File: config.mk
export PLATFORM = sky130hd
export DESIGN_NAME = uart_autobaud
export DESIGN_NICKNAME = d
export VERILOG_FILES = /design/src/rtl/serial_pkg.sv /design/src/rtl/sync_edge.sv /design/src/rtl/uart_autobaud.sv
export SDC_FILE = /design/constraint.sdc
export NUM_CORES = 1
export LEC_CHECK = 0
export BUFFER_PORTS_ARGS = -buffer_cell sky130_fd_sc_hd__buf_2
export CORE_ASPECT_RATIO = 1.75
export CORE_MARGIN = 2
export CORE_UTILIZATION = 55
export DETAILED_ROUTE_END_ITERATION = 16
export HOLD_SLACK_MARGIN = 0.05
export PLACE_DENSITY = 0.72
export SYNTH_ARGS = -nofsm -noshare
export SYNTH_HDL_FRONTEND = slang
export SYNTH_HIERARCHICAL = 1
export SYNTH_SLANG_ARGS = --single-unit
File: constraint.sdc
create_clock -name clk -period 8.6 [get_ports clk]
set_input_delay 1.72 -clock clk [delete_from_list [all_inputs] [get_ports clk]]
set_output_delay 1.72 -clock clk [all_outputs]
set_load 0.03 [all_outputs]
File: src/rtl/serial_pkg.sv
// Shared serial-subsystem definitions: standard baud table, the autobaud state
// encoding, and nominal bit-period arithmetic.
package serial_pkg;

    localparam int NUM_BAUD_RATES = 10;

    localparam int unsigned BAUD_TABLE [NUM_BAUD_RATES] = '{
        300, 1200, 2400, 4800, 9600, 14400, 19200, 38400, 57600, 115200
    };

    localparam int unsigned DEFAULT_BAUD = 9600;

    typedef enum logic [2:0] {
        IDLE,
        ARM,
        MEASURE,
        MATCH,
        APPLY,
        LOCKED
    } autobaud_state_e;

    function automatic int unsigned nominal_period(input int unsigned clk_hz,
                                                   input int unsigned baud);
        return clk_hz / baud;
    endfunction

endpackage

File: src/rtl/sync_edge.sv
// Two-flop synchronizer with registered rise/fall pulses that line up with the
// first cycle of the new synchronized level.
module sync_edge #(
    parameter logic RESET_VAL = 1'b1
) (
    input  logic clk,
    input  logic rst_n,
    input  logic d,
    output logic q,
    output logic rise,
    output logic fall
);

    logic s1;

    always_ff @(posedge clk or negedge rst_n) begin
        if (!rst_n) begin
            s1   <= RESET_VAL;
            q    <= RESET_VAL;
            rise <= 1'b0;
            fall <= 1'b0;
        end else begin
            s1   <= d;
            q    <= s1;
            rise <= s1 & ~q;
            fall <= ~s1 & q;
        end
    end

endmodule

File: src/rtl/uart_autobaud.sv
// Autobaud: times the start bit of a 0x55 sync char and applies the nearest
// standard rate. UART_AUTOBAUD_CONFIRM_EN requires two agreeing measurements.
module uart_autobaud
    import serial_pkg::*;
#(
    parameter int unsigned CLOCK_FREQ_HZ = 100_000_000,
    parameter int unsigned IDLE_MIN      = 16,
    parameter int unsigned RST_CYCLES    = 2
) (
    input  logic        clk,
    input  logic        rst_n,
    input  logic        start,
    input  logic        rx,
    output logic [17:0] baud_rate,
    output logic        gen_rst,
    output logic        busy,
    output logic        locked,
    output logic        err
);

    localparam int unsigned P300   = nominal_period(CLOCK_FREQ_HZ, BAUD_TABLE[0]);
    localparam int unsigned LIMIT  = P300 + P300 / 8;
    localparam int          CNT_W  = $clog2(LIMIT) + 1;
    localparam int          IDLE_W = $clog2(IDLE_MIN + 1);
    localparam int          RST_W  = $clog2(RST_CYCLES + 1);
    localparam int          IDX_W  = $clog2(NUM_BAUD_RATES);

    typedef logic [CNT_W-1:0] cnt_t;

    // Tolerance windows are elaboration constants; no runtime divider.
    cnt_t lo_tab [NUM_BAUD_RATES];
    cnt_t hi_tab [NUM_BAUD_RATES];

    for (genvar g = 0; g < NUM_BAUD_RATES; g++) begin : g_tab
        localparam int unsigned P = nominal_period(CLOCK_FREQ_HZ, BAUD_TABLE[g]);
        assign lo_tab[g] = cnt_t'(P - P / 8);
        assign hi_tab[g] = cnt_t'(P + P / 8);
    end

    logic rxs, rx_rise, rx_fall;

    sync_edge u_sync (
        .clk  (clk),
        .rst_n(rst_n),
        .d    (rx),
        .q    (rxs),
        .rise (rx_rise),
        .fall (rx_fall)
    );

    autobaud_state_e    state, state_n;
    logic [IDLE_W-1:0]  idle_cnt, idle_n;
    cnt_t               meas_cnt, cnt_n;
    logic [IDX_W-1:0]   idx, idx_n, hit_idx, hit_n, sel_idx;
    logic               found, found_n, in_range, sel_ok;
    logic [RST_W-1:0]   rst_cnt, rcnt_n;
    logic               err_q, err_n;
    logic [17:0]        baud_q, baud_n;
`ifdef UART_AUTOBAUD_CONFIRM_EN
    logic               have_first, have_n;
    logic [IDX_W-1:0]   first_idx, first_n;
`endif

    always_ff @(posedge clk or negedge rst_n) begin
        if (!rst_n) begin
            state      <= IDLE;
            idle_cnt   <= '0;
            meas_cnt   <= '0;
            idx        <= '0;
            hit_idx    <= '0;
            found      <= 1'b0;
            rst_cnt    <= '0;
            err_q      <= 1'b0;
            baud_q     <= 18'(DEFAULT_BAUD);
`ifdef UART_AUTOBAUD_CONFIRM_EN
            have_first <= 1'b0;
            first_idx  <= '0;
`endif
        end else begin
            state      <= state_n;
            idle_cnt   <= idle_n;
            meas_cnt   <= cnt_n;
            idx        <= idx_n;
            hit_idx    <= hit_n;
            found      <= found_n;
            rst_cnt    <= rcnt_n;
            err_q      <= err_n;
            baud_q     <= baud_n;
`ifdef UART_AUTOBAUD_CONFIRM_EN
            have_first <= have_n;
            first_idx  <= first_n;
`endif
        end
    end

    always_comb begin
        state_n  = state;
        idle_n   = idle_cnt;
        cnt_n    = meas_cnt;
        idx_n    = idx;
        hit_n    = hit_idx;
        found_n  = found;
        rcnt_n   = rst_cnt;
        err_n    = 1'b0;
        baud_n   = baud_q;
        in_range = (meas_cnt >= lo_tab[idx]) && (meas_cnt <= hi_tab[idx]);
        // The final scan cycle can still produce the first hit.
        sel_ok   = found | in_range;
        sel_idx  = found ? hit_idx : idx;
`ifdef UART_AUTOBAUD_CONFIRM_EN
        have_n   = have_first;
        first_n  = first_idx;
`endif
        case (state)
            IDLE, LOCKED: begin
                if (start) begin
                    state_n = ARM;
                    idle_n  = '0;
`ifdef UART_AUTOBAUD_CONFIRM_EN
                    have_n  = 1'b0;
`endif
                end
            end
            ARM: begin
                if (rx_fall && idle_cnt >= IDLE_W'(IDLE_MIN)) begin
                    state_n = MEASURE;
                    cnt_n   = cnt_t'(1);
                    idle_n  = '0;
                end else if (!rxs) begin
                    idle_n = '0;
                end else if (idle_cnt < IDLE_W'(IDLE_MIN)) begin
                    idle_n = idle_cnt + 1'b1;
                end
            end
            MEASURE: begin
                if (rx_rise) begin
                    state_n = MATCH;
                    idx_n   = '0;
                    found_n = 1'b0;
                end else if (meas_cnt >= cnt_t'(LIMIT)) begin
                    err_n   = 1'b1;
                    state_n = ARM;
                    idle_n  = '0;
`ifdef UART_AUTOBAUD_CONFIRM_EN
                    have_n  = 1'b0;
`endif
                end else if (!rxs) begin
                    cnt_n = meas_cnt + 1'b1;
                end
            end
            MATCH: begin
                idx_n = idx + 1'b1;
                if (in_range && !found) begin
                    found_n = 1'b1;
                    hit_n   = idx;
                end
                if (idx == IDX_W'(NUM_BAUD_RATES - 1)) begin
                    state_n = ARM;
                    idle_n  = '0;
                    if (!sel_ok) begin
                        err_n = 1'b1;
`ifdef UART_AUTOBAUD_CONFIRM_EN
                        have_n = 1'b0;
                    end else if (!have_first) begin
                        have_n  = 1'b1;
                        first_n = sel_idx;
                    end else if (sel_idx != first_idx) begin
                        err_n  = 1'b1;
                        have_n = 1'b0;
`endif
                    end else begin
                        state_n = APPLY;
                        rcnt_n  = '0;
                        baud_n  = 18'(BAUD_TABLE[sel_idx]);
                    end
                end
            end
            APPLY: begin
                if (rst_cnt == RST_W'(RST_CYCLES - 1)) state_n = LOCKED;
                else                                   rcnt_n  = rst_cnt + 1'b1;
            end
            default: state_n = IDLE;
        endcase
    end

    assign baud_rate = baud_q;
    assign gen_rst   = (state == APPLY);
    assign busy      = (state == ARM) || (state == MEASURE) ||
                       (state == MATCH) || (state == APPLY);
    // Drop locked in the cycle start is seen rather than one cycle later.
    assign locked    = (state == LOCKED) && !start;
    assign err       = err_q;

endmodule

* Word-level counts from Yosys, hierarchy flattened
Memories as Yosys holds them, arrays and structs flattened. A register that Yosys moved wholly into a read port is not among the register bits.
Cells that the tools add are included.
** Word-level totals
- Register bits :: 44
- Memories kept :: 3
- ROM bits :: 1152
- Input bits :: 4
- Output and inout bits :: 22
- Word-level logic and storage cells :: 117
** Memories
- (name not given) :: words 16, width 32, rd ports 1, clocked after memory_dff 1, wr ports 0, RTL line uart_autobaud.sv:174 : baud_n = 18'(BAUD_TABLE[sel_idx]);
- (name not given) :: words 16, width 20, rd ports 1, clocked after memory_dff 0, wr ports 0, RTL line uart_autobaud.sv:106 : in_range = (meas_cnt >= lo_tab[idx]) && (meas_cnt <= hi_tab[idx]);
- (name not given) :: words 16, width 20, rd ports 1, clocked after memory_dff 0, wr ports 0, RTL line uart_autobaud.sv:106
** Cells by class
- Eq/ne operators :: 21
- Add/subtract/negate cells :: 4
- Mux-type cells :: 40
- Order comparisons :: 6
- Bitwise gates (word level) :: 7
- Reductions and logical operators :: 24
** Operator list (count)
- two-way mux 20 bit :: 8
- case mux 20 bit (2 select lines) :: 1
- two-way mux 5 bit :: 7
- two-way mux 3 bit :: 7
- adder 20 x 1 -> 20 bit (second input constant) :: 1
- greater-or-equal comparator 20 x 19 -> 1 bit (second input constant) :: 1
- greater-or-equal comparator 20 bit :: 1
- less-or-equal comparator 20 bit :: 1
- inequality test 2 bit (second input constant) :: 10
- case mux 5 bit (4 select lines) :: 1
- case mux 3 bit (5 select lines) :: 1
- greater-or-equal comparator 5 bit (second input constant) :: 2
- inverter 4 -> 5 bit :: 2
- AND reduction 5 bit :: 2
- two-way mux 4 bit :: 2
- case mux 4 bit (2 select lines) :: 1
- == test 3 x 2 -> 1 bit (second input constant) :: 2
- == test 3 bit (second input constant) :: 2
- two-way mux 1 bit :: 6
- two-way mux 2 bit :: 3
- AND reduction 3 bit :: 2
- AND reduction 6 bit :: 1
- nonzero test 2 bit :: 3
- adder 5 x 1 -> 5 bit (second input constant) :: 1
- other kinds (22) :: 34

* Logic depth before layout (Yosys ltp)
Gate-level depths: netlist of the first run.
- Word-level depth :: 10
- Gate-level depth with buffers :: 16
- Mapped depth without buffers :: 14

* By module
The synthesis of the first run kept the hierarchy.
** By module, submodules not included
- uart_autobaud :: instances 1, area an instance 4115.2 um^2, cells each 471, sequential area each 1356.3 um^2
- sync_edge :: instances 1, area an instance 117.6 um^2, cells each 6, sequential area each 102.6 um^2

* Least setup slack after synthesis of the first run
OpenSTA, ideal clock, no wires.
- Path kind :: input -> output
- Start :: in start
- End :: out locked
- Data arrival time :: 2.698 ns
- Path buffers :: 0
- Required time :: 6.880 ns
- Setup slack :: 4.182 ns
- Stages on the path :: 1
- Cells stage by stage :: nor4bb_1
** Between the ends
- Cells in the longest elaborated chain, start to end :: 2
** Ends and longest elaborated chain
- start, declared :: RTL line uart_autobaud.sv:12 : input logic start,
- logical NOT 1 bit :: RTL line uart_autobaud.sv:191 : assign locked = (state == LOCKED) && !start;
- logical AND 1 bit :: RTL line uart_autobaud.sv:191
- end, declared :: RTL line uart_autobaud.sv:17 : output logic locked,
No other way between the ends.

* Worst setup path in the final report of the first run
- Start :: reg idx[0]
- End :: reg baud_q[3] (netlist: baud_rate[3])
** Between the ends
- Cells in the longest elaborated chain, start to end :: 8
- Elaborated cells between the ends (all ways) :: 15
- Classes of those cells :: order compare: 2; eq/ne: 1; mux: 5; bitwise: 3; reduce/logical: 2; memory: 2
** Ends and longest elaborated chain
- start, declared :: RTL line uart_autobaud.sv:54 : logic [IDX_W-1:0] idx, idx_n, hit_idx, hit_n, sel_idx;
- start signal, assigned :: RTL line uart_autobaud.sv:83 : idx <= idx_n;
- inverter 4 -> 5 bit (not written as such) :: RTL line uart_autobaud.sv:106
- memory read (16 x 20 bit)
- two-way mux 20 bit (not written as such) (2 in a row) :: RTL line uart_autobaud.sv:106
- greater-or-equal comparator 20 bit or less-or-equal comparator 20 bit (tied branches) :: RTL line uart_autobaud.sv:106
- logical AND 1 bit :: RTL line uart_autobaud.sv:106
- OR 1 bit :: RTL line uart_autobaud.sv:108 : sel_ok = found | in_range;
- AND reduction 3 bit (no line)
- end, declared :: RTL line uart_autobaud.sv:58 : logic [17:0] baud_q, baud_n;
Parallel ways exist; a longest one is shown, timed or not. The select of a mux whose other input is x is not followed.
A chain may end at the register's enable or synchronous reset.

==> summary.txt, run 1 <==
Global routing
  – Vias in the first global route: 3,586
  – Largest net degree at the start of global routing: 59
  – Initial antenna violation count: 0
  – Overflow after GRT: 0
  – Global-route wire length before repair: 16,530 um
  – Total track usage: 0.2483

Pwr
  – Static Leakage: 2.334 nW
  – Power share of the combinational group: 0.026
  – Total power: 0.0006961 W
  – Pwr dens: 148.7 mW/mm2
  – Psw: 0.0001436 W
  – P_int: 0.0005525 W
  – Clk pwr share: 0.573
  – Seq pwr share: 0.402
  – VDD IR max: 158.2 uV
  – Sw Ratio: 0.2063

Synthesis
  – Most common cell in the netlist: nand2_1
  – Post-Synth Adder-Cell Area: 0.1448
  – Yosys top cell area share: 0.3074
  – EDFF count, synth: 0
  – Top_reg_cell synth: dfrtp_1
  – Largest family of logic cells by synthesized area: simple AND/OR/NAND/NOR gates
  – Yosys reg bits: 58
  – Mux contribution to synthesized area: 0.05469
  – Post-Syn Instances: 477
  – Post-synth cell types: 64
  – Area leader, netlist: dfrtp_1
  – Leading post-synthesis cells by cell area: dfrtp_1 (31%), ha_1 (14%), nand2_1 (5.9%), a21oi_1 (4.3%), mux2_2 (4.3%)
  – Ys async rst share: 1.000
  – Seq/Total Area, Yosys: 0.3447
  – XOR/XNOR Fraction of Synth Area: 0.02897
  – Post-Syn Area: 0.004233 mm2
  – Post-Syn Area per Cell: 8.874 um2
  – Synth Area in Compound Gates: 0.1652
  – YS warnings: 6
  – Synth Area in Simple Gates: 0.2137
  – Top cells by count, synth: nand2_1 (66), dfrtp_1 (52), ha_1 (49)

Clock network
  – Clock sink total: 58
  – Post-cts resize count: 0
  – Clk Latency, worst-skew pair: 0.33 ns
  – Clock Root Buffer: clkbuf_16
  – CTS tree: built
  – Worst-path clk slew: 0.05 ns
  – H-tree depth: 3
  – Postcts setup bufs: 0
  – Total CTS buffers: 9
  – Longest Clk Path Bufs: 2
  – Hold_buf cts: 0

Floorplanning
  – Die height: 120.1 um
  – Core area: 0.007515 mm2
  – Initial core utilization: 0.5633
  – I/O Pins: 26
  – Full die area: 0.008441 mm2
  – Die X: 70.32 um
  – Row count: 42

Setup path
  – CP Launch Type: register
  – Worst endpoint required time: 8.82 ns
  – Critical Path End Type: register
  – Critical path class: reg -> reg
  – Max FO, Critical Path: 15
  – Crit path DAT: 4.39 ns

Finish
  – Area of the multi-input gates: 0.002582 mm2
  – Fillers: 632
  – Non-Filler Instances: 584
  – Fin area: 0.004682 mm2
  – Antenna cells: 0
  – Area Overhead vs Synth: 10.61%
  – Layout cell share with drive strength beyond 1: 0.1492
  – Nets: 544
  – Register Area: 0.001459 mm2

Status
  – Status: completed

Hold path
  – HP Class: reg -> reg

Routing
  – Routed WL: 9817 um
  – Antenna-violating nets left: 0
  – Wire length per cell: 16.81 um
  – Drc violations: 0
  – DRT Pass-1 Iters: 4
  – DR iter-0 viols: 184
  – Vias: 3,558
  – Vias per cell: 6.092

STA
  – Setup TNS: 0 ns
  – Clk_skew: 0.007697 ns
  – Fmax: 0.2396 GHz
  – Minimum clock period: 4.173 ns
  – Final slew viol count: 0
  – Final setup viols: 0
  – Final hold violation count: 0
  – RSZ-0062 raised after global routing: no
  – Rel. slew slack: 0.4541
  – Fin crit share: 0.4852
  – Slew @ Worst Pin: 0.8188 ns

Job
  – Total of max-cap violations: 0

Placed design
  – Placed Area: 0.004344 mm2
  – Placed insts: 568
  – Port buffer count: 22
  – HPWL Detailed: 7379 um
  – Routability cong.: 0.9600
==> worst max-delay path, stage by stage (launching register included) <==
cell	delay, ns
dfrtp_1	0.57
clkinv_1	0.40
ha_1	0.48
nand2_1	0.09
o21ai_0	0.09
o21ai_0	0.13
ha_1	0.32
nand2_1	0.07
nor4_2	0.43
o211ai_1	0.17
nand4_1	0.14
a32oi_2	0.11
o21ai_2	0.64
mux2_2	0.41
==> sequential cells by signal, summed over array words and instances, names as in the netlist, 2 cells and up <==
| name | flops |
|---|---|
| idx | 4 |
| meas_cnt | 20 |
| idle_cnt | 5 |
| rst_cnt | 2 |
| hit_idx | 4 |
| baud_rate | 14 |
| state | 3 |
==> power by group through the flow <==
stage	Combinational, W	Sequential (W)	Clock (W)
after floorplan	0.0000108	0.000283	0
after global placement	0.0000174	0.000284	0
after detailed placement	0.0000183	0.000284	0
after CTS	0.0000184	0.000280	0.000405
after global routing	0.0000210	0.000280	0.000414
final	0.0000178	0.000280	0.000399
==> layout by cell type, fill, tap and decap left out, drive strengths merged, types with 4 or more instances in the layout <==
master	n
nand2	66
dfrtp	52
ha	49
nor2	43
a21oi	36
o21ai	34
buf	23
inv	19
mux2	17
nor3	13
clkbuf	11
nand4	10
nand3	9
a211oi	9
nor2b	8
xnor2	8
and3	8
nand2b	6
xor2	6
dfstp	6
a21o	5
mux2i	4
or3	4
==> stage by stage <==
| step | utilization | hold slack (ns) | worst slack [ns] |
|---|---|---|---|
| 2_1_floorplan | - | 0.3561 | 4.182 |
| 3_3_place_gp | 0.5781 | 0.3719 | 4.588 |
| 3_5_place_dp | 0.5781 | 0.3755 | 4.465 |
| 4_1_cts | 0.6230 | 0.3804 | 4.461 |
| 5_1_grt | 0.6230 | 0.3860 | 4.049 |
| 6_report | 0.6230 | 0.3803 | 4.427 |
==> final timing paths <==
path,start,end,slack [ns],cells after the start
max,idx[0]$_DFFE_PN0P_,baud_rate[3]$_DFFE_PN0P_,4.43,13
min,u_sync/s1$_DFF_PN1_,u_sync/q$_DFF_PN1_,0.38,0
max reg2reg,idx[0]$_DFFE_PN0P_,baud_rate[3]$_DFFE_PN0P_,4.43,13
min reg2reg,u_sync/s1$_DFF_PN1_,u_sync/q$_DFF_PN1_,0.38,0
max in group asynchronous,rst_n,idx[3]$_DFFE_PN0P_,6.59,2
min in group asynchronous,rst_n,meas_cnt[11]$_DFFE_PN0P_,1.53,2
==> cell type report <==
cell class,instances,area share
inverters,20,0.01603
repair buffers,23,0.02512
flip-flops and latches,58,0.3116
multi-input cells,379,0.5516
clock buffers,11,0.05398
clock inverters,5,0.01817
well taps,88,0.02352
==> metal layers <==
layer  routed length, um  track usage  share of wire
met5                   0            0              0
met4                 561       0.1695          0.057
met3                 288      0.04366          0.029
met2                5360       0.4517           0.55
met1                3606       0.2497           0.37
==> cells by family (layout without fill, tap and decap cells) <==
group	after synthesis	after routing
and+or+nand+nor	182	182
DFF	58	58
xor gates and xnor gates	14	14
muxes	21	21
AOI/OAI and AO/OA	110	110
buffers and inverters	42	59
other	1	3
adders and majority gates	49	49
(Power assumes the default switching activity.)
==> run 2: changes to the inputs <==
- PLACE_DENSITY: 0.72 -> 0.75
- clock period: 8.6 -> 3.5 ns (I/O delays scaled with it)
==> run 2 against run 1 <==
Effect of this change:
- flip-flop and latch count is the same
- non-clock buffer count grew 15
- setup slack worse by 4.2 ns
- critical endpoint is now hit_idx[3]$_DFFE_PN0P_
==> summary.txt, run 2 (same netlist as run 1, synthesis figures left out) <==
Status
  – Status: completed

STA
  – Final setup viols: 0 (unchanged)
  – Fmax: 0.3091 GHz (+29%)
  – Minimum clock period: 3.235 ns (-0.9378 ns)
  – Rel. slew slack: 0.4184 (-0.03577)
  – Final slew viol count: 0 (unchanged)
  – Final hold violation count: 0 (unchanged)
  – Hold_ws: 0.3858 ns (+0.005445 ns)
  – Clk_skew: 0.006252 ns (-0.001445 ns)
  – RSZ-0062 raised after global routing: no
  – Slew @ Worst Pin: 0.8725 ns (+0.05365 ns)
  – Setup TNS: 0 ns (unchanged)
  – Fin crit share: 0.9244 (+0.4391)

Global routing
  – Global-route wire length before repair: 16,280 um (-1.5%)
  – Initial antenna violation count: 0 (unchanged)
  – Largest net degree at the start of global routing: 39 (-34%)
  – Total track usage: 0.2455 (-0.002847)
  – Vias in the first global route: 3,547 (-1.1%)
  – Overflow after GRT: 0 (unchanged)

Routing
  – DRT Pass-1 Iters: 4 (unchanged)
  – DR iter-0 viols: 166 (-9.8%)
  – Vias: 3,593 (+0.98%)
  – Routed WL: 9802 um (-0.15%)
  – Antenna-violating nets left: 0 (unchanged)
  – Vias per cell: 5.998 (-1.5%)
  – Drc violations: 0 (unchanged)
  – Wire length per cell: 16.36 um (-2.7%)

Floorplanning
  – Die height: 120.1 um (unchanged)
  – Full die area: 0.008441 mm2 (unchanged)
  – I/O Pins: 26 (unchanged)
  – Core area: 0.007515 mm2 (unchanged)
  – Die X: 70.32 um (unchanged)
  – Initial core utilization: 0.5633 (unchanged)
  – Row count: 42 (unchanged)

Pwr
  – Clk pwr share: 0.548 (-0.025)
  – Static Leakage: 2.403 nW (+2.9%)
  – P_int: 0.001263 W (+130%)
  – Psw: 0.0003554 W (+150%)
  – Pwr dens: 338.5 mW/mm2 (+130%)
  – Seq pwr share: 0.425 (+0.023)
  – Sw Ratio: 0.2196 (+0.01326)
  – VDD IR max: 300.7 uV (+90%)
  – Power share of the combinational group: 0.027 (about the same)

Setup path
  – CP Launch Type: register
  – Slowest CP cell: ha_1
  – Worst endpoint required time: 3.72 ns (-5.10 ns)
  – Max FO, Critical Path: 8 (-7)
  – Worst Path Buf+Inv: 2 (+1)
  – Most common cell on crit path: ha_1
  – Critical Path End Type: register
  – CP peak stage delay: 0.38 ns (-0.26 ns)
  – Crit path DAT: 3.46 ns (-0.93 ns)
  – Critical path class: reg -> reg
  – Worst path cell trace: clkinv_2 > ha_1 > or3_1 > ha_1 > nand4_1 > nor4_1 > buf_4 > o311ai_1 > a32oi_2 > nor3b_4 > mux2_2
  – CP delay by family, top: simple AND/OR/NAND/NOR gates

Placed design
  – Routability cong.: 0.9603 (about the same)
  – Placed Area: 0.004443 mm2 (+2.3%)
  – Port buffer count: 22 (unchanged)
  – Placed insts: 581 (+2.3%)
  – HPWL Detailed: 7384 um (about the same)

Finish
  – Fin area: 0.004782 mm2 (+2.1%)
  – Largest Register: meas_cnt
  – Antenna cells: 0 (unchanged)
  – Commonest non-fill, non-tap cell in the layout: nand2_1
  – Commonest non-fill, non-tap cells in the layout: nand2_1 (66), dfrtp_1 (52), ha_1 (49)
  – Layout cell share with drive strength beyond 1: 0.1742 (+0.02497)
  – Nets: 559 (+2.8%)
  – Largest register FFs: 20 (unchanged)
  – Area Overhead vs Synth: 12.98%
  – Non-Filler Instances: 599 (+2.6%)

Clock network
  – Total CTS buffers: 9 (unchanged)
  – Worst-path clk slew: 0.05 ns (about the same)
  – CTS tree: built
  – Clock Root Buffer: clkbuf_16
  – H-tree depth: 3 (unchanged)
  – Clk Latency, worst-skew pair: 0.34 ns (about the same)
  – Longest Clk Path Bufs: 2 (unchanged)
  – Clock sink total: 58 (unchanged)
  – Hold_buf cts: 0 (unchanged)

Job
  – Total of max-cap violations: 0 (unchanged)

Hold path
  – HP Class: reg -> reg
==> run 2: final cells by class <==
| class | count | area [um2] |
|---|---|---|
| fillers | 634 | 2733 |
| multi-input cells | 379 | 2596 |
| flip-flops and latches | 58 | 1459 |
| clock buffers | 12 | 246.5 |
| repair buffers | 38 | 242.7 |
| well taps | 88 | 110.1 |
| inverters | 20 | 76.32 |
| clock inverters | 4 | 51.30 |
==> run 2: path summary, 6_finish.rpt <==
kind                                      from  cells after the start                         to  slack, ns
hold reg to reg            u_sync/s1$_DFF_PN1_                      0         u_sync/q$_DFF_PN1_       0.39
max in group asynchronous                rst_n                      2  baud_rate[13]$_DFFE_PN1P_       2.16
hold / removal             u_sync/s1$_DFF_PN1_                      0         u_sync/q$_DFF_PN1_       0.39
min in group asynchronous                rst_n                      1    meas_cnt[7]$_DFFE_PN0P_       0.48
setup / recovery            idx[0]$_DFFE_PN0P_                     11     hit_idx[3]$_DFFE_PN0P_       0.26
setup reg to reg            idx[0]$_DFFE_PN0P_                     11     hit_idx[3]$_DFFE_PN0P_       0.26
==> run 2: power by group through the flow <==
stage | sequential (W) | clock (W) | combinational (W)
global placement | 0.000698 | 0 | 0.0000438
global route | 0.000688 | 0.000925 | 0.0000534
finish | 0.000687 | 0.000887 | 0.0000445
detailed placement | 0.000698 | 0 | 0.0000457
floorplan | 0.000696 | 0 | 0.0000266
CTS | 0.000687 | 0.000898 | 0.0000459
==> run 2: timing repair <==
action,4_1_cts,5_1_grt
setup buffers,0,2
pin swaps,0,2
resized for setup,1,3
setup endpoints to repair,8,19
==> run 2: metal layers <==
layer	up-vias	routed length (um)	share of wire	GRT usage
li1	1743	-	-	-
met1	1735	3660	0.37	0.2474
met2	79	5320	0.54	0.4469
met3	36	322	0.033	0.05374
met4	0	499	0.051	0.1502
met5	-	0	0	0
==> run 2: stage by stage <==
stage,util,setup slack (ns),power [W]
6_report,0.6364,0.2647,0.001619
5_1_grt,0.6364,0.05848,0.001666
3_5_place_dp,0.5912,-0.003011,0.0007441
3_3_place_gp,0.5912,0.08355,0.0007418
4_1_cts,0.6319,0.05747,0.001631
2_1_floorplan,-,0.05235,0.0007230
